--- src/rtl/rv_pc_pkg.sv ---
// Shared types for the PC sequencer: FSM states, target-select encoding and fetch width.
// HALT is only part of the state set when PC_MISALIGN_TRAP_EN is defined.
package rv_pc_pkg;

    localparam logic [31:0] INSTR_BYTES = 32'd4;

`ifdef PC_MISALIGN_TRAP_EN
    typedef enum logic [1:0] {
        FETCH     = 2'd0,
        WAIT_EXEC = 2'd1,
        HALT      = 2'd2
    } pc_state_t;
`else
    typedef enum logic [1:0] {
        FETCH     = 2'd0,
        WAIT_EXEC = 2'd1
    } pc_state_t;
`endif

    typedef enum logic [1:0] {
        TGT_SEQ = 2'd0,
        TGT_REL = 2'd1,
        TGT_JR  = 2'd2
    } tgt_sel_t;

    // JALR outranks JAL/B; a taken flag without any class flag falls back to sequential.
    function automatic tgt_sel_t select_target(
        input logic branch_taken,
        input logic is_b,
        input logic is_j,
        input logic is_jr
    );
        tgt_sel_t sel;
        sel = TGT_SEQ;
        if (is_jr && branch_taken) begin
            sel = TGT_JR;
        end else if ((is_j || is_b) && branch_taken) begin
            sel = TGT_REL;
        end
        return sel;
    endfunction

endpackage

--- src/rtl/pc_target_calc.sv ---
// Combinational next-PC target, redirect flag and misalignment detection.
module pc_target_calc
    import rv_pc_pkg::*;
(
    input  logic [31:0] pc,
    input  logic [31:0] src1,
    input  logic [31:0] imm,
    input  logic        branch_reg,
    input  logic        is_b_instr,
    input  logic        is_j_instr,
    input  logic        is_jr_instr,
    output logic [31:0] target,
    output logic        redirect,
    output logic        misaligned
);

    tgt_sel_t    sel;
    logic [31:0] jr_sum;

    always_comb begin
        sel    = select_target(branch_reg, is_b_instr, is_j_instr, is_jr_instr);
        jr_sum = src1 + imm;
        target = pc + INSTR_BYTES;
        case (sel)
            TGT_JR:  target = jr_sum & ~32'h1;
            TGT_REL: target = pc + imm;
            default: target = pc + INSTR_BYTES;
        endcase
        // Redirect follows the selection, not the value: a taken branch to pc+4 still counts.
        redirect   = (sel != TGT_SEQ);
        misaligned = |target[1:0];
    end

endmodule

--- src/rtl/pc_sequencer.sv ---
// Program-counter sequencer: fetch handshake, PC/link update and redirect pulse.
// Define PC_MISALIGN_TRAP_EN to trap and halt on misaligned committed targets.
module pc_sequencer
    import rv_pc_pkg::*;
#(
    parameter logic [31:0] RESET_PC = 32'h0000_0000
) (
    input  logic        clk,
    input  logic        rst,
    input  logic        pc_upd_en,
    input  logic        branch_reg,
    input  logic        is_b_instr,
    input  logic        is_j_instr,
    input  logic        is_jr_instr,
    input  logic [31:0] src1,
    input  logic [31:0] imm,
    output logic        fetch_req,
    output logic [31:0] fetch_addr,
    input  logic        fetch_ack,
    output logic        fetch_done,
    output logic [31:0] pc,
    output logic [31:0] link_addr,
    output logic        redirect,
    output logic        trap,
    output logic [31:0] trap_addr
);

    pc_state_t   state_q, state_d;
    logic [31:0] pc_q, pc_d;
    logic [31:0] link_q, link_d;
    logic        fetch_done_q, fetch_done_d;
    logic        redirect_q, redirect_d;

    logic [31:0] calc_target;
    logic        calc_redirect;
    logic        calc_misaligned;

    pc_target_calc u_target_calc (
        .pc          (pc_q),
        .src1        (src1),
        .imm         (imm),
        .branch_reg  (branch_reg),
        .is_b_instr  (is_b_instr),
        .is_j_instr  (is_j_instr),
        .is_jr_instr (is_jr_instr),
        .target      (calc_target),
        .redirect    (calc_redirect),
        .misaligned  (calc_misaligned)
    );

`ifdef PC_MISALIGN_TRAP_EN
    logic        trap_q, trap_d;
    logic [31:0] trap_addr_q, trap_addr_d;
`else
    logic        unused_misaligned;
    assign unused_misaligned = calc_misaligned;
`endif

    always_comb begin
        state_d      = state_q;
        pc_d         = pc_q;
        link_d       = link_q;
        fetch_done_d = 1'b0;
        redirect_d   = 1'b0;
`ifdef PC_MISALIGN_TRAP_EN
        trap_d       = 1'b0;
        trap_addr_d  = trap_addr_q;
`endif
        case (state_q)
            FETCH: begin
                if (fetch_ack) begin
                    fetch_done_d = 1'b1;
                    state_d      = WAIT_EXEC;
                end
            end
            WAIT_EXEC: begin
                if (pc_upd_en) begin
`ifdef PC_MISALIGN_TRAP_EN
                    // A misaligned target is never committed; pc and link keep their old values.
                    if (calc_misaligned) begin
                        trap_d      = 1'b1;
                        trap_addr_d = calc_target;
                        state_d     = HALT;
                    end else begin
                        pc_d       = calc_target;
                        link_d     = pc_q + INSTR_BYTES;
                        redirect_d = calc_redirect;
                        state_d    = FETCH;
                    end
`else
                    pc_d       = calc_target;
                    link_d     = pc_q + INSTR_BYTES;
                    redirect_d = calc_redirect;
                    state_d    = FETCH;
`endif
                end
            end
`ifdef PC_MISALIGN_TRAP_EN
            HALT: begin
                state_d = HALT;
            end
`endif
            default: begin
                state_d = FETCH;
            end
        endcase
    end

    always_ff @(posedge clk) begin
        if (rst) begin
            state_q      <= FETCH;
            pc_q         <= RESET_PC;
            link_q       <= 32'h0;
            fetch_done_q <= 1'b0;
            redirect_q   <= 1'b0;
        end else begin
            state_q      <= state_d;
            pc_q         <= pc_d;
            link_q       <= link_d;
            fetch_done_q <= fetch_done_d;
            redirect_q   <= redirect_d;
        end
    end

`ifdef PC_MISALIGN_TRAP_EN
    always_ff @(posedge clk) begin
        if (rst) begin
            trap_q      <= 1'b0;
            trap_addr_q <= 32'h0;
        end else begin
            trap_q      <= trap_d;
            trap_addr_q <= trap_addr_d;
        end
    end

    assign trap      = trap_q;
    assign trap_addr = trap_addr_q;
`else
    assign trap      = 1'b0;
    assign trap_addr = 32'h0;
`endif

    assign fetch_req  = (state_q == FETCH);
    assign fetch_addr = pc_q;
    assign fetch_done = fetch_done_q;
    assign pc         = pc_q;
    assign link_addr  = link_q;
    assign redirect   = redirect_q;

endmodule

--- config.mk ---
export PLATFORM = sky130hd
export DESIGN_NAME = pc_sequencer
export DESIGN_NICKNAME = d
export VERILOG_FILES = /design/src/rtl/rv_pc_pkg.sv /design/src/rtl/pc_target_calc.sv /design/src/rtl/pc_sequencer.sv
export SDC_FILE = /design/constraint.sdc
export NUM_CORES = 1
export LEC_CHECK = 0
export ABC_AREA = 1
export BUFFER_PORTS_ARGS = -buffer_cell sky130_fd_sc_hd__buf_2
export CORE_ASPECT_RATIO = 0.9
export CORE_UTILIZATION = 50
export DETAILED_ROUTE_END_ITERATION = 10
export PLACE_DENSITY_LB_ADDON = 0.25
export SLEW_MARGIN = 20
export SYNTH_ARGS = -nofsm -noshare
export SYNTH_HDL_FRONTEND = slang
export SYNTH_SLANG_ARGS = --single-unit
--- constraint.sdc ---
create_clock -name clk -period 3.1 [get_ports clk]
set_clock_uncertainty 0.05 [all_clocks]
set_input_delay 0.31 -clock clk [delete_from_list [all_inputs] [get_ports clk]]
set_output_delay 0.31 -clock clk [all_outputs]
set_load 0.01 [all_outputs]
==> metrics.md, run 1 <==
| Metric | Value |
|---|---|
| DRC | `0` |
| Syn. warnings | `0` |
| Crit path capture type | `flop` |
| CP cell instances | `ha_1, inv_1, fa_1, inv_1, nand2_1, a21oi_1, nand2_1, nand2_1, nand3_1, nand2_1, nand3_1, nand2_1, nand2_1, nand3_1, nand2_1, nand2_1, nand2_1` |
| Required time of the critical path | `3.29 ns` |
| Worst setup SP type | `flop` |
| Clk Latency, worst-skew pair | `roughly 0.35 ns` |
| Largest stage delay on the critical path | `around 0.36 ns` |
| Final min period | `2.64 ns` |
| Total Routed Length | `approximately 27000 µm` |
| First-pass GRT wire length | `42200 µm` |
| Core area | `~0.015 mm²` |
| Reg2Reg Setup Slack | `0.46 ns` |
| PnR worst setup slack | `about 0.46 ns` |
| Detail Route Antenna Nets | `0` |
| Layout cell share with drive strength beyond 1 | `14.7%` |
| Post-synth EDFFs | `0` |
| CTS max path bufs | `2` |
| Port Buf Inserts | `170` |
| MaxCap Viol Count | `0` |
| # Post-CTS Setup Buffers | `0` |
| Fmax achieved | `around 0.38 GHz` |
| Crit-path most repeated cell | `nand2_1` |
| Cts bufs inserted | `9` |
| Gpl congestion | `0.993` |
| Mean Syn Cell Area | `5.91 µm²` |
| Crit path max fanout | `5` |
| #FFs+latches synth | `67` |
| Root Buffer | `clkbuf_16` |
| Clock Pin Slew Worst Setup and Hold Paths | `0.07 ns` |
| Sum Neg Setup Slack | `0 ns` |
| FP Rows | `43` |
| H-tree lvl count | `3` |
| Ant. Diodes | `0` |
| WL/cell | `16.3 µm` |
| Resize count post-CTS | `0` |
| Final worst-path cycle share | `between 80% and 90%` |
| Worst slew margin | `45.9%` |
| Ys flop type | `dfxtp_1` |
| Pin count of the biggest net entering global routing | `30` |
| Ys async rst share | `0%` |
| Vias/cell | `approximately 5.5` |
| Fin. max-slew vios | `0` |
| 1st-iter DRT viols | `1009` |
| Initial Utilization | `51.2%` |
| Total track usage | `33.8%` |
| PD cells | `334 mW/mm²` |
| # fillers | `1608` |
| Congestion Overflow GR | `0` |
| Area Growth Syn to Fin | `13.8%` |
| Hold WC Path Type | `in2reg` |
| Die height | `around 120 µm` |
| Final Hold Slack | `0.154 ns` |
| Pleak | `around 4.8 nW` |
| Full die area | `around 0.016 mm²` |
| Via count of the first global-routing pass | `8015` |
| # hold bufs at CTS | `0` |
| CP max stage cell | `dfxtp_1` |
| RSZ-0062 raised after global routing | `false` |
| Initial antenna violation count | `0` |
| DP Worst Slack | `0.450 ns` |
| Slew at the pin with the worst max-slew slack | `around 0.81 ns` |
| Hold Vio Cnt, Final | `0` |
| Post-Syn Area | `0.00791 mm²` |
| I/O pin count | `204` |
| Status | `completed` |
| VDD IR-drop max | `0.278 mV` |
| Clock sinks | `67` |
| Final #Nets | `about 1600` |
| Number of iterations in the first detailed-routing pass | `6` |
| Via count | `around 9000` |
| Syn Inst Count | `1337` |
| WP data arrival | `approximately 2.8 ns` |
| Sequential area share after synthesis | `17.0%` |
| Synth unique cells | `45` |
| Die Wd | `135 µm` |
| Worst Setup Path Type | `reg2reg` |
| Setup violations, final | `0` |
| Dpl hpwl | `22600 µm` |
| CTS tree | `done` |
## where the power goes
group	leakage, nW	switching, W	internal, W
Clock	0.169	0.000430	0.000809
Sequential	0.541	0.0000254	0.000877
Combinational	4.11	0.000574	0.000287
## worst paths after layout
check	endpoint	cells after the start	startpoint
setup reg to reg	fetch_addr[30]	17	fetch_addr[0]
hold reg to reg	fetch_done	1	state_q[0]
hold / removal	fetch_done	3	fetch_ack
setup / recovery	fetch_addr[30]	17	fetch_addr[0]
## routing by layer
layer	share of wire, %	vias up	global-route usage, %	wire (µm)
met4	3.3	0	11.2	914
li1	-	4565	-	-
met5	0	-	0	0
met2	43	511	54.0	11800
met1	44	4090	45.5	12000
met3	9.9	53	6.39	2720
## worst max-delay path, delay by kind of cell, from the launching register on
family          cells  cell delay [ns]
simple gates       12             1.13
fa+ha+maj           2             0.55
flops               1             0.36
compound gates      1             0.31
buf+inv             2             0.15
## cells by family after synthesis
| logic type | share of synthesized area, % |
|---|---|
| buffers and inverters | 14.9 |
| AND/OR/NAND/NOR | 37.2 |
| other | 0.0474 |
| XOR/XNOR | 3.66 |
| adder cells (fa/ha/maj) | 10.3 |
| AO/OA/AOI/OAI | 16.9 |
| flip-flops | 17.0 |
## sequential cells by signal, indices dropped and copies added (netlist names)
name and flops:
redirect 1, fetch_addr 32, fetch_done 1, state_q 1, link_addr 32
## layout make-up
cell class                 instances  area (µm²)  share of cell area (%)
tap                              202         253                    2.81
clock inverter                     6         111                    1.24
clock buffer                      10         239                    2.66
inverter                         166         623                    6.93
timing repair buffer             178         923                    10.3
multi-input combinational       1055        5510                    61.2
sequential                        67        1340                    14.9
## placed cells by master (no fill, tap or decap), types with 14 or more instances in the layout
master / netlist / final
a21oi_1: 107 / 107
a22o_1: 14 / 14
buf_2: 6 / 170
conb_1: 1 / 33
dfxtp_1: 67 / 67
ha_1: 62 / 62
inv_1: 163 / 163
nand2_1: 395 / 395
nand3_1: 88 / 88
nand4_1: 18 / 18
nor2_1: 122 / 122
nor3_1: 25 / 25
o21ai_0: 69 / 69
xor2_1: 27 / 27
## cells in the mapped netlist (10+ instances only)
cell      count  area, µm²
nand2_1     395       1480
inv_1       163        612
nor2_1      122        458
a21oi_1     107        536
nand3_1      88        440
o21ai_0      69        345
dfxtp_1      67       1340
buf_4        65        488
ha_1         62        776
xor2_1       27        236
nor3_1       25        125
nand4_1      18        113
a22o_1       14        123
nand3b_1     11       82.6
o21bai_1     10       75.1
## stage by stage
stage	area, µm²	total power (W)	std cells	utilization, %
floorplan	8030	0.00153	1369	-
global placement	8650	0.00175	1668	56.0
detailed placement	8650	0.00176	1668	56.0
CTS	9000	0.00298	1684	58.3
global route	9000	0.00314	1684	58.3
finish	9000	0.00300	1684	58.3
Power figures use the tool's default switching activity.
==> run 2, diff against run 1 <==
--- a/config.mk
+++ b/config.mk
@@ -7,8 +7,11 @@
 export LEC_CHECK = 0
 export ABC_AREA = 1
 export BUFFER_PORTS_ARGS = -buffer_cell sky130_fd_sc_hd__buf_2
+export CELL_PAD_IN_SITES_DETAIL_PLACEMENT = 1
+export CELL_PAD_IN_SITES_GLOBAL_PLACEMENT = 1
 export CORE_ASPECT_RATIO = 0.9
-export CORE_UTILIZATION = 50
+export CORE_MARGIN = 3
+export CORE_UTILIZATION = 37
 export DETAILED_ROUTE_END_ITERATION = 10
 export PLACE_DENSITY_LB_ADDON = 0.25
 export SLEW_MARGIN = 20
==> constraint.sdc (replaced) <==
create_clock -name clk -period 2.55 [get_ports clk]
set_clock_uncertainty 0.05 [all_clocks]
set_input_delay 0.255 -clock clk [delete_from_list [all_inputs] [get_ports clk]]
set_output_delay 0.255 -clock clk [all_outputs]
set_load 0.01 [all_outputs]
==> run 2 against run 1 <==
  * Wire length increased by 24%
  * Flip-flop and latch count unchanged
  * Clock power rose by 23%
  * Highest routed layer unchanged
  * Non-clock buffer count rose by 57
  * Fmax increased by 9.5%
  * Sequential share of layout area shrank 0.86 points
  * Largest cell class unchanged
  * Global-route usage decreased by 5.3 points
==> metrics.md, run 2 (same netlist as run 1, synthesis figures left out) <==
| Metric | Value |
|---|---|
| Pin count of the biggest net entering global routing | `21` |
| Port Buf Inserts | `170` |
| Crit path max fanout | `5` |
| FF-to-FF Start | `fetch_addr[18]` |
| Final #Nets | `about 1700` |
| Detail Route Antenna Nets | `0` |
| Die height | `145 µm` |
| PnR worst setup slack | `0.138 ns` |
| Hold WC Path Type | `in2reg` |
| First-pass GRT wire length | `51900 µm` |
| Number of iterations in the first detailed-routing pass | `5` |
| DP Worst Slack | `about 0.02 ns` |
| VDD IR-drop max | `0.239 mV` |
| CTS tree | `done` |
| WL/cell | `between 15 and 20 µm` |
| H-tree lvl count | `3` |
| Worst slew margin | `51.0%` |
| Fin. max-slew vios | `0` |
| MaxCap Viol Count | `0` |
| Setup violations, final | `0` |
| Critical Path Start | `fetch_addr[18]` |
| Gpl congestion | `0.958` |
| CP max stage cell | `ha_1` |
| RSZ-0062 raised after global routing | `true` |
| Bufs and invs on worst path | `1` |
| # fillers | `slightly above 3000` |
| Dpl hpwl | `a little under 30000 µm` |
| Via count of the first global-routing pass | `9415` |
| CP cell instances | `ha_1, nand2_1, nor2_1, inv_1, nor2_1, nand4_1, nand3_1, nor2_1, o21ai_0, nand2_1, a21oi_1` |
| Initial Utilization | `37.8%` |
| Clock sinks | `between 60 and 70` |
| Reg2Reg Setup Slack | `between 0.1 and 0.15 ns` |
| Final Hold Slack | `0.109 ns` |
| Congestion Overflow GR | `0` |
| I/O pin count | `204` |
| Required time of the critical path | `2.77 ns` |
| FP Rows | `50` |
| Slew at the pin with the worst max-slew slack | `approximately 0.73 ns` |
| Layout cell share with drive strength beyond 1 | `18.7%` |
| Largest stage delay on the critical path | `0.37 ns` |
| Via count | `roughly 9500` |
| Final worst-path cycle share | `94.6%` |
| Post-layout util | `45.7%` |
| Hold_sp | `fetch_ack` |
| Delay-heaviest family, CP | `simple AND/OR/NAND/NOR gates` |
| Total track usage | `28.5%` |
| Final min period | `2.41 ns` |
| DRC | `0` |
| Ant. Diodes | `0` |
| Crit-path most repeated cell | `nor2_1` |
| Core area | `0.0209 mm²` |
| Most frequent cells in the layout | `nand2_1 (390), buf_2 (170), inv_1 (163), nor2_1 (122), a21oi_1 (104)` |
| CTS max path bufs | `2` |
| Pleak | `~5.1 nW` |
| Full die area | `0.0232 mm²` |
| WP data arrival | `2.64 ns` |
| # hold bufs at CTS | `0` |
| Multi-input logic area | `0.00554 mm²` |
| Area Growth Syn to Fin | `20.9%` |
| Cts bufs inserted | `9` |
| Clock Pin Slew Worst Setup and Hold Paths | `0.07 ns` |
| Crit path capture type | `flop` |
| PD cells | `396 mW/mm²` |
| Status | `completed` |
| Total Routed Length | `34200 µm` |
| Root Buffer | `clkbuf_16` |
| Hold Vio Cnt, Final | `0` |
| Clk Latency, worst-skew pair | `0.35 ns` |
| 1st-iter DRT viols | `522` |
| Vias/cell | `5.20` |
| Commonest non-fill, non-tap cell in the layout | `nand2_1` |
| Initial antenna violation count | `0` |
| Worst Setup Path Type | `reg2reg` |
| Fmax achieved | `just over 0.4 GHz` |
| Worst setup SP type | `flop` |
| Sequential cell area | `0.00134 mm²` |
| Die Wd | `160 µm` |
[run 2: final timing paths]
kind / endpoint / cells past startpoint
worst max-delay path: fetch_addr[19] / 11
worst min-delay path: fetch_done / 3
worst max register to register: fetch_addr[19] / 11
worst min register to register: link_addr[1] / 2
[run 2: final cells by class]
class                   count  area share, %
clock buffers               9           2.36
clock inverters             7           1.30
inverters                 166           6.52
multi-input cells        1055           58.0
flip-flops and latches     67           14.1
well taps                 286           3.74
repair buffers            235           14.0
[run 2: tightest hold or removal path: cells and delay by family]
family	cells	cell delay [ns]
buffers and inverters	2	0.16
and+or+nand+nor	1	0.05
[run 2: timing repair]
| item | CTS | global route |
|---|---|---|
| resized for setup | 0 | 16 |
| setup endpoints to repair | 0 | 12 |
| buffers inserted | 0 | 2 |
[run 2: per-stage QoR]
step / total power [W] / setup TNS [ns] / area (µm²) / instances
3_5_place_dp: 0.00225 / 0 / 9150 / 1807
4_1_cts: 0.00377 / 0 / 9500 / 1823
3_3_place_gp: 0.00223 / 0 / 9150 / 1807
5_1_grt: 0.00397 / -0.0300 / 9560 / 1825
6_report: 0.00378 / 0 / 9560 / 1825
2_1_floorplan: 0.00186 / 0 / 8030 / 1369
[run 2: power breakdown]
group	switching, W	total, W	leakage [nW]	internal, W
Sequential	0.0000201	0.00109	0.542	0.00107
Combinational	0.000773	0.00117	4.40	0.000399
Clock	0.000561	0.00153	0.167	0.000965
[run 2: layer usage]
metal	GRT usage (%)	routed length, µm
met1	38.1	15900
met2	48.2	15500
met3	3.73	1770
met4	9.41	1020
met5	0	0
==> run 3, diff against run 2 <==
--- a/config.mk
+++ b/config.mk
@@ -10,7 +10,7 @@
 export CELL_PAD_IN_SITES_DETAIL_PLACEMENT = 1
 export CELL_PAD_IN_SITES_GLOBAL_PLACEMENT = 1
 export CORE_ASPECT_RATIO = 0.9
-export CORE_MARGIN = 3
+export CORE_MARGIN = 2
 export CORE_UTILIZATION = 37
 export DETAILED_ROUTE_END_ITERATION = 10
 export PLACE_DENSITY_LB_ADDON = 0.25
==> run 3 against run 2 <==
  * Largest cell class unchanged
  * Fmax is essentially flat
  * Via count about the same
  * Design area fell by 1.7%
  * Non-clock buffer count fell by 16
  * Sequential power about the same
  * Setup slack barely moved
  * Clock power is 24% lower
  * Sequential share of layout area increased by 0.29 points
  * Highest routed layer unchanged
  * Critical endpoint is now fetch_addr[25]
  * Clock-buffer cell count up 1
  * Core utilization down 0.78 points
==> metrics.md, run 3 (same netlist as run 1, synthesis figures left out) <==
| Metric | Value |
|---|---|
| Setup violations, final | `0` |
| Clock sinks | `67` |
| Gpl congestion | `around 0.94` |
| Crit-path most repeated cell | `nand2_1` |
| Vias/cell | `5.25` |
| Crit path capture type | `flop` |
| CTS max path bufs | `2` |
| Hold WC Path Type | `in2reg` |
| I/O pin count | `just over 200` |
| Layer with the highest usage | `met2` |
| Detail Route Antenna Nets | `0` |
| # hold bufs at CTS | `0` |
| PnR worst setup slack | `around 0.14 ns` |
| Placed cell area | `0.00904 mm²` |
| FP Rows | `50` |
| DP Worst Slack | `-0.00324 ns` |
| Logic pwr share | `33.7%` |
| Total Routed Length | `32700 µm` |
| PD cells | `363 mW/mm²` |
| Final worst-path cycle share | `about 95%` |
| Final Hold Slack | `0.112 ns` |
| Worst slew margin | `52.1%` |
| P_sw | `about 0.0013 W` |
| Fin area | `0.00939 mm²` |
| Internal Power | `0.00213 W` |
| Congestion Overflow GR | `0` |
| Total track usage | `~29%` |
| Initial Utilization | `37.8%` |
| Cts bufs inserted | `9` |
| MaxCap Viol Count | `0` |
| FF-to-FF Start | `fetch_addr[24]` |
| Most frequent cells in the layout | `nand2_1 (392), buf_2 (170), inv_1 (162), nor2_1 (118), a21oi_1 (102)` |
| Sw Ratio | `37.5%` |
| Reg2Reg Setup Slack | `between 0.1 and 0.15 ns` |
| Fin. max-slew vios | `0` |
| Clk Latency, worst-skew pair | `0.35 ns` |
| Root Buffer | `clkbuf_16` |
| CP cell instances | `ha_1, nand2_1, nor2_1, nand2_1, nor4_1, nand2_1, nand3_1, nand2_1, nand3_1, nand3_1, nand3_1, nand2_1` |
| Hold Vio Cnt, Final | `0` |
| Area Growth Syn to Fin | `18.8%` |
| Slew at the pin with the worst max-slew slack | `between 0.7 and 0.8 ns` |
| Crit path max fanout | `6` |
| Pin count of the biggest net entering global routing | `38` |
| Hold depth | `3` |
| Worst setup SP type | `flop` |
| Hold_sp | `fetch_ack` |
| Status | `completed` |
| GRT met1 Usage | `38.6%` |
| Worst Setup Path Type | `reg2reg` |
| Largest stage delay on the critical path | `approximately 0.43 ns` |
| Dpl hpwl | `27700 µm` |
| Worst flop-to-flop path endpoint | `fetch_addr[25]` |
| Via count of the first global-routing pass | `9290` |
| CP max stage cell | `ha_1` |
| WP data arrival | `about 2.6 ns` |
| First-pass GRT wire length | `49800 µm` |
| Die Wd | `around 160 µm` |
| Number of iterations in the first detailed-routing pass | `5` |
| Layout cell share with drive strength beyond 1 | `approximately 18%` |
| CTS tree | `done` |
| Met2 usage | `about half` |
| Final min period | `2.41 ns` |
| H-tree lvl count | `3` |
| Die height | `143 µm` |
| WHS Endpoint | `fetch_done` |
| Initial antenna violation count | `0` |
| Full die area | `0.0226 mm²` |
| Final #Nets | `1654` |
| Via count | `9501` |
| Length in cells of the worst reg-to-reg path | `12` |
| Sequential share of power | `31.9%` |
| DRC | `0` |
| Clock Pin Slew Worst Setup and Hold Paths | `0.07 ns` |
| Ant. Diodes | `0` |
| WL/cell | `18.1 µm` |
| Required time of the critical path | `around 2.7 ns` |
| Commonest non-fill, non-tap cell in the layout | `nand2_1` |
| Core area | `around 0.021 mm²` |
| VDD IR-drop max | `0.249 mV` |
| RSZ-0062 raised after global routing | `false` |
| Clock power frac | `34.4%` |
| # fillers | `2988` |
| 1st-iter DRT viols | `586` |
| Pleak | `around 5.0 nW` |
| GR met3 Demand/Resource | `roughly 2.5%` |
| Port Buf Inserts | `170` |
| Fmax achieved | `0.415 GHz` |
[run 3: area by class of cell]
class	instances	area, µm²	area share (%)
clock inverter	5	30.0	0.320
tap	286	358	3.81
timing repair buffer	219	1230	13.1
multi-input combinational	1055	5560	59.2
sequential	67	1350	14.3
clock buffer	10	239	2.54
inverter	166	623	6.63
[run 3: how the worst max path moves through the flow]
| stage | from | endpoint | slack, ns | cells after the start |
|---|---|---|---|---|
| 6_report | fetch_addr[24] | fetch_addr[25] | 0.14 | 12 |
| 5_1_grt | fetch_addr[0] | fetch_addr[28] | 0.006 | 18 |
| 4_1_cts | fetch_addr[0] | fetch_addr[30] | 0.04 | 18 |
| 3_5_place_dp | fetch_addr[0] | fetch_addr[30] | -0.003 | 18 |
| 3_3_place_gp | imm[0] | fetch_addr[30] | 0.16 | 19 |
| 2_1_floorplan | fetch_addr[0] | fetch_addr[30] | 0.27 | 17 |
[run 3: timing repair]
action                                  CTS  global route
buffers inserted                          0             2
pin swaps                                 0             1
resized for setup                         1            23
endpoints found under the setup margin    1            16
[run 3: metrics by stage]
stage / total power [W] / setup TNS (ns) / std cells / util [%]
final: 0.00341 / 0 / 1808 / 44.9
after global routing: 0.00359 / 0 / 1808 / 44.9
after CTS: 0.00339 / 0 / 1806 / 44.6
after detailed placement: 0.00223 / -0.00324 / 1791 / 43.3
after global placement: 0.00221 / 0 / 1791 / 43.3
after floorplan: 0.00186 / 0 / 1369 / -
[run 3: power by group through the flow]
stage	registers [W]	clock network, W	logic (W)
6_report	0.00109	0.00117	0.00115
5_1_grt	0.00109	0.00123	0.00127
4_1_cts	0.00109	0.00118	0.00113
3_5_place_dp	0.00111	0	0.00112
3_3_place_gp	0.00111	0	0.00109
2_1_floorplan	0.00112	0	0.000738
[run 3: routing by layer]
metal / share of wire [%] / wire length [µm]
met5: 0 / 0
met1: 46 / 15100
met2: 46 / 15200
met3: 4.9 / 1590
met4: 2.4 / 787
[run 3: worst max-delay path, delay by kind of cell, from the launching register on]
family	cells	cell delay [ns]
simple gates	11	1.41
fa+ha+maj	1	0.43
flops	1	0.41
